[config.mk]
export PLATFORM = sky130hd
export DESIGN_NAME = accel_top_level
export DESIGN_NICKNAME = d
export VERILOG_FILES = /design/src/rtl/accel_top_level.sv
export SDC_FILE = /design/constraint.sdc
export NUM_CORES = 1
export LEC_CHECK = 0
export CAP_MARGIN = 20
export CORE_MARGIN = 2
export CORE_UTILIZATION = 27
export DETAILED_ROUTE_END_ITERATION = 8
export RECOVER_POWER = 25
export REMOVE_ABC_BUFFERS = 1
export SETUP_SLACK_MARGIN = 0.02
export SYNTH_ARGS = -nofsm -noshare
export SYNTH_HDL_FRONTEND = slang
export SYNTH_SLANG_ARGS = --single-unit
[constraint.sdc]
create_clock -name clk -period 4.65 [get_ports clk]
set_input_delay 1.395 -clock clk [delete_from_list [all_inputs] [get_ports clk]]
set_output_delay 1.395 -clock clk [all_outputs]
set_load 0.02 [all_outputs]
[src/rtl/accel_top_level.sv]
// UART-attached 8x8 multiplier. Receives operand bytes A and B on RxD, returns
// the low byte of A*B on TxD, and mirrors status on the LED bank.
module accel_top_level #(
  parameter int unsigned CLKS_PER_BIT = 87
) (
  input  logic        clk,
  input  logic        sw_reset,
  input  logic        RxD,
  output logic        TxD,
  output logic [15:0] led
);

  localparam int unsigned CntW    = $clog2(CLKS_PER_BIT + 1);
  localparam int unsigned BitLast = CLKS_PER_BIT - 1;
  // Start-bit check lands at the bit centre; two cycles are already spent in the
  // synchronizer and the idle-detect cycle.
  localparam int unsigned RxHalf  = (CLKS_PER_BIT / 2 >= 2) ? CLKS_PER_BIT / 2 - 2 : 0;

  // ---------------------------------------------------------------------------
  // Receiver
  // ---------------------------------------------------------------------------
  typedef enum logic [2:0] {RxIdle, RxStart, RxData, RxStop, RxBreak} rx_state_e;

  rx_state_e       r_rx_state, w_rx_state_next;
  logic            r_rx_sync1, r_rx_sync2;
  logic [CntW-1:0] r_rx_cnt;
  logic [2:0]      r_rx_bit;
  logic [7:0]      r_rx_shift;
  logic [7:0]      r_rx_byte;
  logic            r_rx_done;
  logic            w_rx;
  logic            w_rx_tick_half;
  logic            w_rx_tick_bit;

  assign w_rx           = r_rx_sync2;
  assign w_rx_tick_half = (r_rx_cnt == CntW'(RxHalf));
  assign w_rx_tick_bit  = (r_rx_cnt == CntW'(BitLast));

  // Receiver state register
  always_ff @(posedge clk) begin
    if (!sw_reset) r_rx_state <= RxIdle;
    else           r_rx_state <= w_rx_state_next;
  end

  // Receiver next-state; a framing error parks in RxBreak until the line
  // returns high so a held-low stop bit is not mistaken for a new start bit.
  always_comb begin
    w_rx_state_next = r_rx_state;
    unique case (r_rx_state)
      RxIdle:  if (!w_rx) w_rx_state_next = RxStart;
      RxStart: if (w_rx_tick_half) w_rx_state_next = w_rx ? RxIdle : RxData;
      RxData:  if (w_rx_tick_bit && (r_rx_bit == 3'd7)) w_rx_state_next = RxStop;
      RxStop:  if (w_rx_tick_bit) w_rx_state_next = w_rx ? RxIdle : RxBreak;
      RxBreak: if (w_rx) w_rx_state_next = RxIdle;
      default: w_rx_state_next = RxIdle;
    endcase
  end

  // Receiver synchronizer, bit timing and byte assembly
  always_ff @(posedge clk) begin
    if (!sw_reset) begin
      r_rx_sync1 <= 1'b1;
      r_rx_sync2 <= 1'b1;
      r_rx_cnt   <= '0;
      r_rx_bit   <= '0;
      r_rx_shift <= '0;
      r_rx_byte  <= '0;
      r_rx_done  <= 1'b0;
    end else begin
      r_rx_sync1 <= RxD;
      r_rx_sync2 <= r_rx_sync1;
      r_rx_done  <= 1'b0;
      unique case (r_rx_state)
        RxIdle: begin
          r_rx_cnt <= '0;
          r_rx_bit <= '0;
        end
        RxStart: begin
          if (w_rx_tick_half) r_rx_cnt <= '0;
          else                r_rx_cnt <= r_rx_cnt + CntW'(1);
        end
        RxData: begin
          if (w_rx_tick_bit) begin
            r_rx_cnt   <= '0;
            r_rx_shift <= {w_rx, r_rx_shift[7:1]};
            r_rx_bit   <= r_rx_bit + 3'd1;
          end else begin
            r_rx_cnt <= r_rx_cnt + CntW'(1);
          end
        end
        RxStop: begin
          if (w_rx_tick_bit) begin
            r_rx_cnt <= '0;
            if (w_rx) begin
              r_rx_byte <= r_rx_shift;
              r_rx_done <= 1'b1;
            end
          end else begin
            r_rx_cnt <= r_rx_cnt + CntW'(1);
          end
        end
        RxBreak: r_rx_cnt <= '0;
        default: r_rx_cnt <= '0;
      endcase
    end
  end

  // ---------------------------------------------------------------------------
  // Transmitter
  // ---------------------------------------------------------------------------
  typedef enum logic [1:0] {TxIdle, TxStart, TxData, TxStop} tx_state_e;

  tx_state_e       r_tx_state, w_tx_state_next;
  logic [CntW-1:0] r_tx_cnt;
  logic [2:0]      r_tx_bit;
  logic [7:0]      r_tx_shift;
  logic            r_txd;
  logic            r_tx_done;
  logic            w_tx_tick;
  logic            w_tx_start;
  logic            w_tx_active;
  logic [7:0]      w_tx_data;

  assign w_tx_tick   = (r_tx_cnt == CntW'(BitLast));
  assign w_tx_active = (r_tx_state != TxIdle);

  // Transmitter state register
  always_ff @(posedge clk) begin
    if (!sw_reset) r_tx_state <= TxIdle;
    else           r_tx_state <= w_tx_state_next;
  end

  // Transmitter next-state; a start request while busy is ignored
  always_comb begin
    w_tx_state_next = r_tx_state;
    unique case (r_tx_state)
      TxIdle:  if (w_tx_start) w_tx_state_next = TxStart;
      TxStart: if (w_tx_tick) w_tx_state_next = TxData;
      TxData:  if (w_tx_tick && (r_tx_bit == 3'd7)) w_tx_state_next = TxStop;
      TxStop:  if (w_tx_tick) w_tx_state_next = TxIdle;
      default: w_tx_state_next = TxIdle;
    endcase
  end

  // Transmitter bit timing and serial shifter; TxD is registered
  always_ff @(posedge clk) begin
    if (!sw_reset) begin
      r_tx_cnt   <= '0;
      r_tx_bit   <= '0;
      r_tx_shift <= '0;
      r_txd      <= 1'b1;
      r_tx_done  <= 1'b0;
    end else begin
      r_tx_done <= 1'b0;
      unique case (r_tx_state)
        TxIdle: begin
          r_tx_cnt <= '0;
          r_tx_bit <= '0;
          r_txd    <= 1'b1;
          if (w_tx_start) begin
            r_tx_shift <= w_tx_data;
            r_txd      <= 1'b0;
          end
        end
        TxStart: begin
          if (w_tx_tick) begin
            r_tx_cnt   <= '0;
            r_txd      <= r_tx_shift[0];
            r_tx_shift <= {1'b0, r_tx_shift[7:1]};
          end else begin
            r_tx_cnt <= r_tx_cnt + CntW'(1);
          end
        end
        TxData: begin
          if (w_tx_tick) begin
            r_tx_cnt <= '0;
            r_tx_bit <= r_tx_bit + 3'd1;
            if (r_tx_bit == 3'd7) begin
              r_txd <= 1'b1;
            end else begin
              r_txd      <= r_tx_shift[0];
              r_tx_shift <= {1'b0, r_tx_shift[7:1]};
            end
          end else begin
            r_tx_cnt <= r_tx_cnt + CntW'(1);
          end
        end
        TxStop: begin
          if (w_tx_tick) begin
            r_tx_cnt  <= '0;
            r_tx_done <= 1'b1;
          end else begin
            r_tx_cnt <= r_tx_cnt + CntW'(1);
          end
        end
        default: r_tx_cnt <= '0;
      endcase
    end
  end

  assign TxD = r_txd;

  // ---------------------------------------------------------------------------
  // Control FSM and multiplier
  // ---------------------------------------------------------------------------
  typedef enum logic [1:0] {
    CtlWaitA   = 2'b00,
    CtlWaitB   = 2'b01,
    CtlCompute = 2'b10,
    CtlSend    = 2'b11
  } ctl_state_e;

  ctl_state_e  r_ctl_state, w_ctl_state_next;
  logic [7:0]  r_a, r_b, r_result;
  logic        r_done;
  logic        w_load_a, w_load_b, w_set_done;
  logic [15:0] w_product;

  assign w_product = 16'(r_a) * 16'(r_b);
  // The result is fed straight from the multiplier so the transmitter can
  // latch it in the same cycle the result register loads.
  assign w_tx_data = w_product[7:0];

  // Control state register
  always_ff @(posedge clk) begin
    if (!sw_reset) r_ctl_state <= CtlWaitA;
    else           r_ctl_state <= w_ctl_state_next;
  end

  // Control next-state; bytes arriving in COMPUTE/SEND are dropped
  always_comb begin
    w_ctl_state_next = r_ctl_state;
    unique case (r_ctl_state)
      CtlWaitA:   if (r_rx_done) w_ctl_state_next = CtlWaitB;
      CtlWaitB:   if (r_rx_done) w_ctl_state_next = CtlCompute;
      CtlCompute: w_ctl_state_next = CtlSend;
      CtlSend:    if (r_tx_done) w_ctl_state_next = CtlWaitA;
      default:    w_ctl_state_next = CtlWaitA;
    endcase
  end

  // Control outputs decoded from the current state
  always_comb begin
    w_load_a   = (r_ctl_state == CtlWaitA) && r_rx_done;
    w_load_b   = (r_ctl_state == CtlWaitB) && r_rx_done;
    w_tx_start = (r_ctl_state == CtlCompute);
    w_set_done = (r_ctl_state == CtlSend) && r_tx_done;
  end

  // Operand, result and done-flag registers
  always_ff @(posedge clk) begin
    if (!sw_reset) begin
      r_a      <= '0;
      r_b      <= '0;
      r_result <= '0;
      r_done   <= 1'b0;
    end else begin
      if (w_load_a) begin
        r_a    <= r_rx_byte;
        r_done <= 1'b0;
      end
      if (w_load_b)   r_b      <= r_rx_byte;
      if (w_tx_start) r_result <= w_product[7:0];
      if (w_set_done) r_done   <= 1'b1;
    end
  end

  assign led = {w_tx_active, r_done, r_ctl_state, 4'b0000, r_result};

endmodule

* Word level (Yosys, flattened, before mapping)
Cells that the tools add are included.
** Cells by class
- Reduce and logical (&&, ||, !) cells :: 26
- Eq/ne operators :: 30
- Multiplexer cells :: 40
- Add/subtract/negate cells :: 4
- Multiply operators :: 1
** Operator list (count)
- two-way mux 8 bit :: 4
- != test 2 bit, second input constant :: 15
- one-hot mux 7 bit (2 select lines) :: 2
- two-way mux 3 bit :: 8
- one-hot mux 8 bit (3 select lines) :: 1
- two-way mux 7 bit :: 3
- two-way mux 2 bit :: 8
- one-hot mux 2 bit (4 select lines) :: 2
- one-hot mux 3 bit (5 select lines) :: 1
- adder 7 x 1 -> 7 bit, second input constant :: 2
- equality test 7 bit, second input constant :: 2
- one-hot mux 3 bit (2 select lines) :: 2
- AND reduction 3 bit :: 4
- AND reduction 5 bit :: 2
- equality test 3 bit, second input constant :: 3
- equality test 2 bit, second input constant :: 4
- multiplier 8 x 8 -> 8 bit :: 1
- two-way mux 1 bit :: 8
- AND reduction 2 bit :: 4
- nonzero test 2 bit :: 4
- equality test 7 x 6 -> 1 bit, second input constant :: 1
- adder 3 x 1 -> 3 bit, second input constant :: 2
- equality test 3 x 2 -> 1 bit, second input constant :: 2
- logical AND 1 bit :: 5
- 9 further kinds :: 11
** Storage, ports and cells
- Output and inout bits :: 17
- Input bits :: 3
- Register bits after elaboration :: 81
- Logic and storage cells :: 120

* Depth between registers and ports, before layout
- Depth after elaboration :: 4
- Mapped depth :: 16

* Least setup slack after synthesis
No wires, ideal clock.
- Kind :: register to register
- From :: register r_a[1]
- To :: register r_tx_shift[7]
- Period minus slack after synthesis :: 4117 ps
- Stages on the path, launching flop included :: 14
- Data required time :: 4580 ps
- Buffers on the path :: 0
- Path slack :: 533 ps
- Arrival :: 4047 ps
- Cells stage by stage :: dfxtp_1 > nand2_1 > fa_1 > fa_1 > inv_1 > fa_1 > inv_1 > fa_1 > xor2_1 > xnor3_1 > xnor3_1 > xnor3_1 > or3_1 > a21oi_1
** On the way
- Longest elaborated chain between the ends :: 3
** RTL lines
- start, declared :: RTL line 214 : logic [7:0] r_a, r_b, r_result;
- start signal, assigned :: RTL line 259 : r_a <= r_rx_byte;
- multiplier 8 x 8 -> 8 bit :: RTL line 219 : assign w_product = 16'(r_a) * 16'(r_b);
- two-way mux 8 bit :: RTL line 160 : if (w_tx_start) begin
- one-hot mux 8 bit (3 select lines) :: RTL line 155 : unique case (r_tx_state)
- end signal, assigned :: RTL line 161 : r_tx_shift <= w_tx_data;
- end signal, assigned :: RTL line 169 : r_tx_shift <= {1'b0, r_tx_shift[7:1]};
- end signal, assigned :: RTL line 182 : r_tx_shift <= {1'b0, r_tx_shift[7:1]};
- end, declared :: RTL line 116 : logic [7:0] r_tx_shift;
No other way between the ends. The select of a mux whose other input is x is not followed.
A chain may end at the register's enable or synchronous reset.

* Worst setup path in the final report
Ends and elaborated chain as after synthesis.

==> qor.csv <==
stage,metric,value,unit
placement,final RePlAce weighted congestion,0.853,
routing,routed wl met3,305,um
floorplanning,width of the die,131,um
synthesis,share of the synthesized area in the top cell type,37.4,%
floorplanning,# rows,46,
setup_path,RR Endpoint,r_tx_shift[7],
global_route,GRT Util Overall,10.1,%
sta,period utilization,93.5,%
routing,ANT nets after route,0,
floorplanning,Die Y,131,um
global_route,grt ovf,0,
setup_path,"Top cell by count, worst path",fa_1,
run,Max-cap violations,0,
synthesis,Post-Synthesis Cell Area,4340,um^2
setup_path,Worst setup EP type,flip-flop,
placement,port bufs,15,
clock_network,hold_buf cts,0,
routing,initial DRC count,159,
placement,Placed Area,4660,um^2
setup_path,r2r setup slk,0.30,ns
setup_path,slowest CP cell,fa_1,
global_route,global-route wire length before repair,14000,um
routing,Via density,4.40,
synthesis,Yosys reg bits,81,
setup_path,CP endpoint,r_tx_shift[7],
floorplanning,Ports,20,
clock_network,Post-CTS Setup Repair Bufs,0,
clock_network,CTS sink cnt,81,
synthesis,distinct cell type count after synthesis,44,
sta,Finish-stage setup viols,0,
power,Pwr Density,328,nW/um^2
sta,RSZ-0062 raised after global routing,false,
synthesis,synthesized area per cell,8.96,um^2
synthesis,Synth warnings,0,
synthesis,Synth area leader,dfxtp_1,
routing,DR top layer,met4,
power,leakage,0.00206,uW
synthesis,Mapped Cells,484,
clock_network,Max H-tree Level,3,
clock_network,Root Buffer,clkbuf_16,
routing,# DRC,0,
floorplanning,Initial Util,27.5,%
power,combinational share of power,11.3,%
synthesis,post-synthesis sequential area ratio,37.4,%
sta,Final Critical Period,4.35,ns
sta,setup_tns,0,ns
finish,fin area,4970,um^2
finish,layout net count,538,
synthesis,top_reg_cell synth,dfxtp_1,
clock_network,clk_lat worst skew,0.33,ns
finish,Antenna Cells,0,
routing,metal2 WL,3760,um
sta,Rel. slew slack,21.1,%
clock_network,Worst-path clk slew,0.06,ns
sta,Final Skew,0.00865,ns
finish,"Area growth, synth to finish",14.5,%
setup_path,reg2reg start,r_a[1],
power,Flop pwr share,44.2,%
setup_path,worst-path fanout max,8,
sta,Least-Margin Pin Slew,1.18,ns
finish,layout cell share with drive strength beyond 1,5.26,%
routing,final WL,7980,um
setup_path,Worst EP arrival,4.59,ns
clock_network,TritonCTS Buffers,9,
global_route,vias in the first global route,3036,
setup_path,Critical Path Source Type,flip-flop,
setup_path,worst setup path class,reg2reg,
synthesis,Post-synth ARST share,0,%
sta,fmax,230,MHz
min_path,Hold Crit Class,reg2reg,
routing,wl on met1,3790,um
placement,placed cells,694,
clock_network,TritonCTS clock tree,yes,
clock_network,CTS resizes,0,
power,switching pwr,426,uW
setup_path,"Req. time, crit path",4.90,ns
power,clock power share,44.5,%
setup_path,CP top delay family,adder cells,
floorplanning,Core ar.,15800,um^2
synthesis,number of enable flip-flop cells after synthesis,0,
status,status,"finished, final reports clean",
power,switching part of the total,26.1,%
finish,post-route insts no fill,710,
setup_path,crit path from,r_a[1],
power,Internal,1200,uW
synthesis,largest cells by area after synthesis,"dfxtp_1, ha_1, mux2i_1",
setup_path,Crit path largest cell delay,0.54,ns
routing,DR pass1 iterations,4,
floorplanning,die area,17100,um^2
routing,via count,3124,
power,VDD IR-drop max,0.225,mV
global_route,pin count of the biggest net entering global routing,61,
power,Design Power,1630,uW
sta,Slew Limit Fails,0,
finish,"commonest non-fill, non-tap cells in the layout","dfxtp_1, nor2_1, nand2_1",
routing,DR WL/cell,11.2,um
setup_path,critical path depth in cells,13,
setup_path,crit-path cells,nand2_1 > fa_1 > fa_1 > inv_1 > fa_1 > inv_1 > fa_1 > xor2_1 > xnor3_1 > xnor3_1 > xnor3_1 > or3_1 > a21oi_1,
placement,HPWL Detailed,5980,um
finish,"most common cell after layout, fill and taps aside",dfxtp_1,
sta,Fin. Hold Viols,0,
setup_path,Reg2Reg Depth,13,
clock_network,maximum clock path buffer count,2,
global_route,initial antenna violation count,0,
setup_path,CP Buf/Inv Count,2,
layout make-up:
class                   count  area (um^2)
flip-flops and latches     81         1620
multi-input cells         348         2480
clock buffers               9          225
inverters                  32          120
repair buffers             17          163
well taps                 216          270
fillers                  1683        10800
clock inverters             7         83.8
synth_stat cells (3+ instances only):
master    count
xnor3_1       3
and2_1       17
xor2_1        8
xnor2_1      13
nand2_1      53
mux2_2        6
nor3_1        4
dfxtp_1      81
mux2i_1      30
inv_1        31
a21oi_1      28
nand3b_1      3
nand3_1      24
o21ai_0       9
clkbuf_1     17
a32oi_1       4
fa_1         12
ha_1         34
buf_4         7
and3_1        3
nor2_1       63
nand2b_1      3
registers in the layout, summed over array words and instances (netlist names):
| register | cells |
|---|---|
| r_result | 8 |
| TxD | 1 |
| r_rx_sync1 | 1 |
| r_rx_state | 3 |
| r_rx_byte | 8 |
| r_ctl_state | 2 |
| r_rx_shift | 8 |
| r_rx_bit | 3 |
| r_tx_state | 2 |
| r_tx_done | 1 |
| r_tx_shift | 8 |
| r_b | 8 |
| r_tx_bit | 3 |
| r_rx_sync2 | 1 |
| r_tx_cnt | 7 |
| r_done | 1 |
| r_a | 8 |
| r_rx_cnt | 7 |
| r_rx_done | 1 |
worst min path at each step:
stage / end / cells after the start / startpoint
global placement: r_rx_sync2 / 1 / r_rx_sync1
detailed placement: r_rx_sync2 / 1 / r_rx_sync1
CTS: r_rx_sync2 / 1 / r_rx_sync1
finish: r_rx_sync2 / 1 / r_rx_sync1
global route: r_rx_sync2 / 1 / r_rx_sync1
floorplan: r_rx_sync2 / 1 / r_rx_sync1
power by group through the flow:
| stage | clock (uW) | combinational, uW | sequential [uW] |
|---|---|---|---|
| 2_1_floorplan | 0 | 127 | 738 |
| 3_5_place_dp | 0 | 184 | 734 |
| 5_1_grt | 774 | 202 | 720 |
| 6_report | 725 | 184 | 719 |
| 3_3_place_gp | 0 | 181 | 733 |
| 4_1_cts | 746 | 184 | 718 |
per-stage QoR:
stage	utilization, %	setup WS (ns)	hold slack, ns
finish	31.5	0.302	0.406
global route	31.5	0.0908	0.429
CTS	31.5	0.295	0.411
detailed placement	29.6	0.293	0.396
global placement	29.6	0.412	0.393
floorplan	-	0.504	0.386
layer usage:
layer  vias to the layer above  track usage (%)
met3                        14             2.97
met4                         0             3.32
li1                       1606                -
met2                        63             16.3
met5                         -                0
met1                      1441             12.9
cells by family (layout without fill, tap and decap cells):
| logic type | after synthesis | count (layout) | synth area share (%) |
|---|---|---|---|
| buffers and inverters | 58 | 65 | 5.62 |
| XOR/XNOR | 24 | 24 | 5.80 |
| other | 1 | 4 | 0.0864 |
| AO/OA/AOI/OAI | 56 | 56 | 7.99 |
| AND/OR/NAND/NOR | 182 | 182 | 19.3 |
| adder cells (fa/ha/maj) | 46 | 46 | 15.3 |
| multiplexers | 36 | 36 | 8.48 |
| flip-flops | 81 | 81 | 37.4 |
worst register-to-register path, cell delays in order (launching register included):
cell and delay (ns):
dfxtp_1 0.44, nand2_1 0.11, fa_1 0.47, fa_1 0.54, inv_1 0.05, fa_1 0.47, inv_1 0.05, fa_1 0.42
xor2_1 0.18, xnor3_1 0.33, xnor3_1 0.38, xnor3_1 0.35, or3_1 0.31, a21oi_1 0.14
No activity file was read; power rests on OpenSTA's default activity.
